$ cat config.mk
export PLATFORM = sky130hd
export DESIGN_NAME = ones_generator
export DESIGN_NICKNAME = d
export VERILOG_FILES = /design/src/rtl/ones_generator.sv
export SDC_FILE = /design/constraint.sdc
export NUM_CORES = 1
export LEC_CHECK = 0
export CORE_ASPECT_RATIO = 0.75
export CORE_UTILIZATION = 51
export DETAILED_ROUTE_END_ITERATION = 6
export HOLD_SLACK_MARGIN = 0.02
export PLACE_DENSITY = 0.82
export SYNTH_ARGS = -nofsm -noshare
export SYNTH_HDL_FRONTEND = slang
export SYNTH_SLANG_ARGS = --single-unit
$ cat constraint.sdc
create_clock -name clk -period 3.1 [get_ports clk]
set_input_delay 0.62 -clock clk [delete_from_list [all_inputs] [get_ports clk]]
set_output_delay 0.62 -clock clk [all_outputs]
set_load 0.005 [all_outputs]
$ cat src/rtl/ones_generator.sv
// -----------------------------------------------------------------------------
// ones_generator
//
// Serially builds a WIDTH-bit thermometer word holding exactly N ones, one bit
// per clock. This is the inverse of the ones-counter datapath: a word built
// here, fed back into the ones counter, must count back to N.
//
// A 4-state controller (IDLE -> LOAD -> FILL -> DONE -> IDLE) sequences a
// shift register (r_word) and a down-counter (r_cnt).
//
// Parameters
//   WIDTH      output word width (>= 2)
//   CW         count width, 2**CW > WIDTH
//   MSB_FIRST  0: ones packed at the LSBs, 1: ones packed at the MSBs
//
// Ports
//   clk        in   1      clock, rising edge
//   reset      in   1      asynchronous, active-high
//   start      in   1      request, sampled only in IDLE
//   count_in   in   CW     requested number of ones, sampled in LOAD
//   busy       out  1      high in LOAD, FILL and DONE
//   done       out  1      one-cycle pulse, high only in DONE
//   ovf        out  1      last request asked for more than WIDTH ones
//   word_out   out  WIDTH  shift register contents
// -----------------------------------------------------------------------------
module ones_generator #(
  parameter int WIDTH     = 16,
  parameter int CW        = 5,
  parameter bit MSB_FIRST = 1'b0
) (
  input  logic          clk,
  input  logic          reset,
  input  logic          start,
  input  logic [CW-1:0] count_in,
  output logic          busy,
  output logic          done,
  output logic          ovf,
  output logic [WIDTH-1:0] word_out
);

  localparam logic [1:0] S_IDLE = 2'd0;
  localparam logic [1:0] S_LOAD = 2'd1;
  localparam logic [1:0] S_FILL = 2'd2;
  localparam logic [1:0] S_DONE = 2'd3;

  // Largest count the word can hold; requests above it saturate here.
  localparam logic [CW-1:0] W_MAX = CW'(WIDTH);
  localparam logic [CW-1:0] CNT_ONE = {{(CW-1){1'b0}}, 1'b1};

  // Shift one more '1' into the word from the configured end.
  function automatic logic [WIDTH-1:0] shift_in_one(input logic [WIDTH-1:0] w);
    logic [WIDTH-1:0] r;
    if (MSB_FIRST) begin
      r = {1'b1, w[WIDTH-1:1]};
    end else begin
      r = {w[WIDTH-2:0], 1'b1};
    end
    return r;
  endfunction

  logic [1:0]       r_state;
  logic [1:0]       w_next_state;
  logic [WIDTH-1:0] r_word;
  logic [CW-1:0]    r_cnt;
  logic             r_ovf;
  logic             w_sat;
  logic             w_cnt_zero;

  assign w_sat      = (count_in > W_MAX);
  assign w_cnt_zero = (r_cnt == {CW{1'b0}});

  // Next-state logic of the controller.
  always_comb begin
    w_next_state = r_state;
    case (r_state)
      S_IDLE: begin
        if (start) begin
          w_next_state = S_LOAD;
        end else begin
          w_next_state = S_IDLE;
        end
      end
      S_LOAD: w_next_state = S_FILL;
      S_FILL: begin
        // Leave FILL only once every requested bit has been shifted in.
        if (w_cnt_zero) begin
          w_next_state = S_DONE;
        end else begin
          w_next_state = S_FILL;
        end
      end
      S_DONE:  w_next_state = S_IDLE;
      default: w_next_state = S_IDLE;
    endcase
  end

  // Controller state register.
  always_ff @(posedge clk or posedge reset) begin
    if (reset) begin
      r_state <= S_IDLE;
    end else begin
      r_state <= w_next_state;
    end
  end

  // Datapath: shift register, down-counter and overflow flag.
  always_ff @(posedge clk or posedge reset) begin
    if (reset) begin
      r_word <= {WIDTH{1'b0}};
      r_cnt  <= {CW{1'b0}};
      r_ovf  <= 1'b0;
    end else begin
      case (r_state)
        S_LOAD: begin
          r_word <= {WIDTH{1'b0}};
          r_cnt  <= w_sat ? W_MAX : count_in;
          r_ovf  <= w_sat;
        end
        S_FILL: begin
          // Decrement is gated by a non-zero count, so the counter never wraps.
          if (!w_cnt_zero) begin
            r_word <= shift_in_one(r_word);
            r_cnt  <= r_cnt - CNT_ONE;
          end else begin
            r_word <= r_word;
            r_cnt  <= r_cnt;
          end
        end
        default: begin
          // IDLE and DONE hold the last result so it stays visible.
          r_word <= r_word;
          r_cnt  <= r_cnt;
          r_ovf  <= r_ovf;
        end
      endcase
    end
  end

  assign busy     = (r_state != S_IDLE);
  assign done     = (r_state == S_DONE);
  assign ovf      = r_ovf;
  assign word_out = r_word;

endmodule

=== Word-level counts from Yosys, hierarchy flattened ===
Cells that the tools add are included.

* Memories kept: 0
* Output and inout port bits: 19
* Bits in writable memories: 0
* Latch bits: 0
* ROM bits: 0
* Register bits after elaboration: 24

* Muxes and demuxes: 8
* Div/mod/pow operators: 0
* Shift operators: 0
* $add $sub $neg: 1
* Bitwise gates (word level): 0
* Multiply operators: 0
* Order comparisons: 1
* Reduce and logical (&&, ||, !) cells: 5
* Equal/unequal tests: 4

{| class="wikitable"
|+ Operator list
! operator !! number
|-
| 16-bit case mux with 2 select lines || 1
|-
| 16-bit 2-to-1 mux || 1
|-
| 5-bit 2-to-1 mux || 2
|-
| 5-bit case mux with 2 select lines || 1
|-
| 2-bit case mux with 4 select lines || 1
|-
| 5-bit greater-than comparator (second input constant) || 1
|-
| 5-bit logical NOT || 1
|-
| 5-bit by 1-bit subtractor with 5-bit output (second input constant) || 1
|-
| 2-bit equality test (second input constant) || 2
|-
| 2-bit nonzero test || 2
|-
| 2-bit by 1-bit equality test with 1-bit output (second input constant) || 1
|-
| 2-bit logical NOT || 1
|-
| 1-bit 2-to-1 mux || 2
|-
| 2-bit inequality test (second input constant) || 1
|-
| 2-bit AND reduction || 1
|}

=== Logic depth before layout (Yosys ltp) ===
* Word-level depth: 3
* Gate-level depth with buffers: 6
* Gate-level depth less buffers: 5

=== Worst setup path before layout ===
OpenSTA, ideal clock, no wires.

* Kind: register to register
* Start: register r_cnt[0]
* End: register r_word[10] (netlist: word_out[10])
* Path slack: 1428 ps
* Arrival: 1551 ps
* Cell stages (with the launch flop): 7
* Buffers on the path: 1
* Clock period less this slack: 1672 ps
* Path through: dfrtp_1 -> inv_1 -> ha_1 -> or3b_4 -> o21a_4 -> buf_6 -> a22o_1

* Longest elaborated chain between the ends: 3

{| class="wikitable"
|+ Ends and longest elaborated chain
! what !! line !! source
|-
| from (decl) || 64 || <nowiki>logic [CW-1:0] r_cnt;</nowiki>
|-
| from (signal assigned) || 110 || <nowiki>r_cnt <= {CW{1'b0}};</nowiki>
|-
| from (signal assigned) || 116 || <nowiki>r_cnt <= w_sat ? W_MAX : count_in;</nowiki>
|-
| from (signal assigned) || 123 || <nowiki>r_cnt <= r_cnt - CNT_ONE;</nowiki>
|-
| 5-bit logical NOT || 70 || <nowiki>assign w_cnt_zero = (r_cnt == {CW{1'b0}});</nowiki>
|-
| 2-bit inequality test (no line) || n/a ||
|-
| 2-bit AND reduction (no line) || n/a ||
|-
| to (signal assigned) || 109 || <nowiki>r_word <= {WIDTH{1'b0}};</nowiki>
|-
| to (signal assigned) || 115 || <nowiki>r_word <= {WIDTH{1'b0}};</nowiki>
|-
| to (signal assigned) || 122 || <nowiki>r_word <= shift_in_one(r_word);</nowiki>
|-
| to (decl) || 63 || <nowiki>logic [WIDTH-1:0] r_word;</nowiki>
|}

Every way passes these cells.
A chain may end at the register's enable or synchronous reset.

=== Worst setup path in the final report ===
* Start: register r_state[0]
* End: output busy

* Longest elaborated chain between the ends: 1

{| class="wikitable"
|+ Ends and longest elaborated chain
! what !! line !! source
|-
| from (decl) || 61 || <nowiki>logic [1:0] r_state;</nowiki>
|-
| from (signal assigned) || 102 || <nowiki>r_state <= w_next_state;</nowiki>
|-
| 2-bit nonzero test || 139 || <nowiki>assign busy = (r_state != S_IDLE);</nowiki>
|-
| to (decl) || 35 || <nowiki>output logic busy,</nowiki>
|}

Every way passes these cells.

==> flow_metrics.py <==
metrics = {
    "clock_tree": {
        "cts_resized": 0,
        "clkSinkCount": 24,
        "clockBufferDepth": 2,
        "path_clk_slew_ns": 0.13,
        "root_buffer": "clkbuf_4",
        "cts_setup_buffers": 0,
        "numCtsBuffers": 3,
        "cts_tree": "built",
        "htreeDepth": 1,
        "worstSkewPairLatency_ns": 0.31,
        "cts_hold_buf": 0,
    },
    "die": {
        "die_w_um": 55.8,
        "die-area_um2": 2360,
        "io_pins": 27,
        "die_h_um": 42.3,
        "coreArea_um2": 2030,
        "rows": 14,
        "initial_core_util": 0.544,
    },
    "flow_run": {
        "maxCapViolations": 0,
    },
    "timing": {
        "setup_tns_ns": 0,
        "max_freq_mhz": 464,
        "tightest_slew_ns": 0.869,
        "timing.hold.ws_ns": 0.536,
        "skew_ns": 0.00158,
        "finalHoldViolations": 0,
        "maxSlewViolCount": 0,
        "relSlewSlack": 0.420,
        "fin_crit_ns": 2.16,
        "min_period_over_period": 0.696,
        "rsz0062_at_grt": "false",
        "setup_viol": 0,
    },
    "worst_setup_path": {
        "crit_path_start": "r_state[0]$_DFF_PP0_",
        "critPathKind": "reg -> out",
        "rr_startpoint": "r_cnt[0]$_DFFE_PP0P_",
        "crit_path_end_kind": "output port",
        "critPathMaxFanout": 3,
        "critPathLaunchType": "register",
        "arrival_ns": 1.54,
        "required_ns": 2.48,
    },
    "synth": {
        "yosys.area.top_type": "dfrtp_1",
        "synth_top_family_by_area": "compound AO/OA/AOI/OAI gates",
        "ys.flop_type": "dfrtp_1",
        "synthesis.area_um2": 1110,
        "yosys.area_share.simple": 0.0803,
        "yosysSeqAreaShare": 0.543,
        "muxShareOfSynthArea": 0,
        "synthXorXnorAreaFrac": 0.00792,
        "synth_edf_count": 0,
        "synth_common_cells": "24 x dfrtp_1, 10 x a22o_1, 10 x inv_1",
        "synth_most_common_cell": "dfrtp_1",
        "synthCells": 90,
        "synth_cell_types": 32,
        "synthTopCellsByArea": "dfrtp_1 54%, a22o_1 7.9%, ha_1 6.8%",
        "synthesis.nets": 104,
        "syn_area_per_cell_um2": 12.3,
        "ys_seq_elements": 24,
        "yosysWarningCount": 0,
        "yosysTopAreaCellShare": 0.543,
        "yosys.area_share.adder": 0.0679,
        "ys_async_sr_fraction": 1.00,
        "synth-compound-area-share": 0.247,
    },
    "grt": {
        "track_usage": 0.201,
        "antenna_found_initial": 0,
        "met1_usage": 0.255,
        "grtUsageMet2": 0.342,
        "met3_usage": 0.0648,
        "grt_max_degree": 25,
        "grt_pass1_wl_um": 3590,
        "top_usage_layer": "met2",
        "first_global_vias": 814,
        "grt.overflow.total": 0,
    },
    "route": {
        "route.vias.total": 804,
        "first_iter_violations": 31,
        "wl_per_cell_um": 14.9,
        "drc": 0,
        "via_per_inst": 5.70,
        "antenna_left": 0,
        "routed_wl_um": 2100,
        "first_pass_iters": 4,
    },
    "placement": {
        "placed_cells": 137,
        "io_buffers": 26,
        "post_dp_cell_area_um2": 1370,
        "dp_hpwl_um": 1500,
        "gp_congestion": 0.862,
    },
    "power": {
        "power_leakage_uw": 0.000639,
        "clock_power_share": 0.108,
        "powerDensity_nw_per_um2": 1070,
        "power.switching_uw": 550,
        "combPwrFrac": 0.512,
        "pwr-share-seq": 0.380,
        "swShare": 0.366,
        "ir_drop_mv": 0.601,
        "p_int_uw": 952,
    },
    "layout": {
        "nets": 132,
        "drive_gt1_frac": 0.120,
        "num_antenna_cells": 0,
        "stdcell_count": 141,
        "area_delta_synth_final_pct": 27.5,
        "final_cell_area_um2": 1410,
    },
    "status": {
        "status": "complete, no violations",
    },
    "min_path": {
        "holdCritStartpoint": "word_out[15]$_DFFE_PP0P_",
        "hp-class": "reg -> reg",
    },
}
==> area by class of cell <==
class | instances | area, µm²
fill | 160 | 622
multi-input combinational | 53 | 445
tap | 24 | 30.0
timing repair buffer | 26 | 260
sequential | 24 | 601
clock buffer | 4 | 36.3
inverter | 10 | 37.5
==> power by group through the flow <==
stage          Combinational [µW]  Sequential (µW)  Clock, µW
2_1_floorplan                 492              564          0
3_3_place_gp                  753              573          0
3_5_place_dp                  773              577          0
4_1_cts                       776              571        168
5_1_grt                       841              591        181
6_report                      769              571        163
==> metrics by stage <==
stage | setup WS, ns | utilization | power, µW
floorplan | 1.43 | - | 1060
global placement | 1.25 | 0.676 | 1330
detailed placement | 1.22 | 0.676 | 1350
CTS | 0.930 | 0.694 | 1510
global route | 0.843 | 0.694 | 1610
finish | 0.944 | 0.694 | 1500
==> flip-flops by register name, indices dropped and copies added, names as in the netlist <==
signal,cells
r_state,2
ovf,1
r_cnt,5
word_out,16
==> worst paths after layout <==
kind | cells after the start | end | slack, ns
max | 4 | busy | 0.94
min reg2reg | 1 | word_out[15]$_DFFE_PP0P_ | 0.54
min | 1 | word_out[15]$_DFFE_PP0P_ | 0.54
max in group asynchronous | 2 | word_out[4]$_DFFE_PP0P_ | 1.79
max reg2reg | 5 | r_cnt[1]$_DFFE_PP0P_ | 1.20
min in group asynchronous | 2 | word_out[15]$_DFFE_PP0P_ | 0.78
==> cells by family (layout without fill, tap and decap cells) <==
family          after synthesis  after routing
compound gates               31             31
flops                        24             24
simple gates                 15             15
buf+inv                      13             40
fa+ha+maj                     6              6
xor+xnor                      1              1
==> cell usage in the layout, fill, tap and decap left out, types with 2 or more instances in the layout <==
master,count
a22o_1,10
dfrtp_1,24
inv_1,10
clkbuf_4,3
nand3_1,2
a22o_2,5
o211ai_1,2
clkdlybuf4s50_1,26
nand2_1,4
ha_1,6
o21ai_0,3
a32oi_1,2
==> per-layer routing <==
metal	wire [µm]	part of all wire
met1	995	0.47
met5	0	0
met4	10	0.0048
met3	100	0.048
met2	996	0.47
==> critical path, stage by stage, from the launching register on <==
cell and delay (ns):
dfrtp_1 0.40, inv_1 0.09, ha_1 0.20, inv_1 0.05
clkdlybuf4s50_1 0.50
No activity file was read; power rests on OpenSTA's default activity.
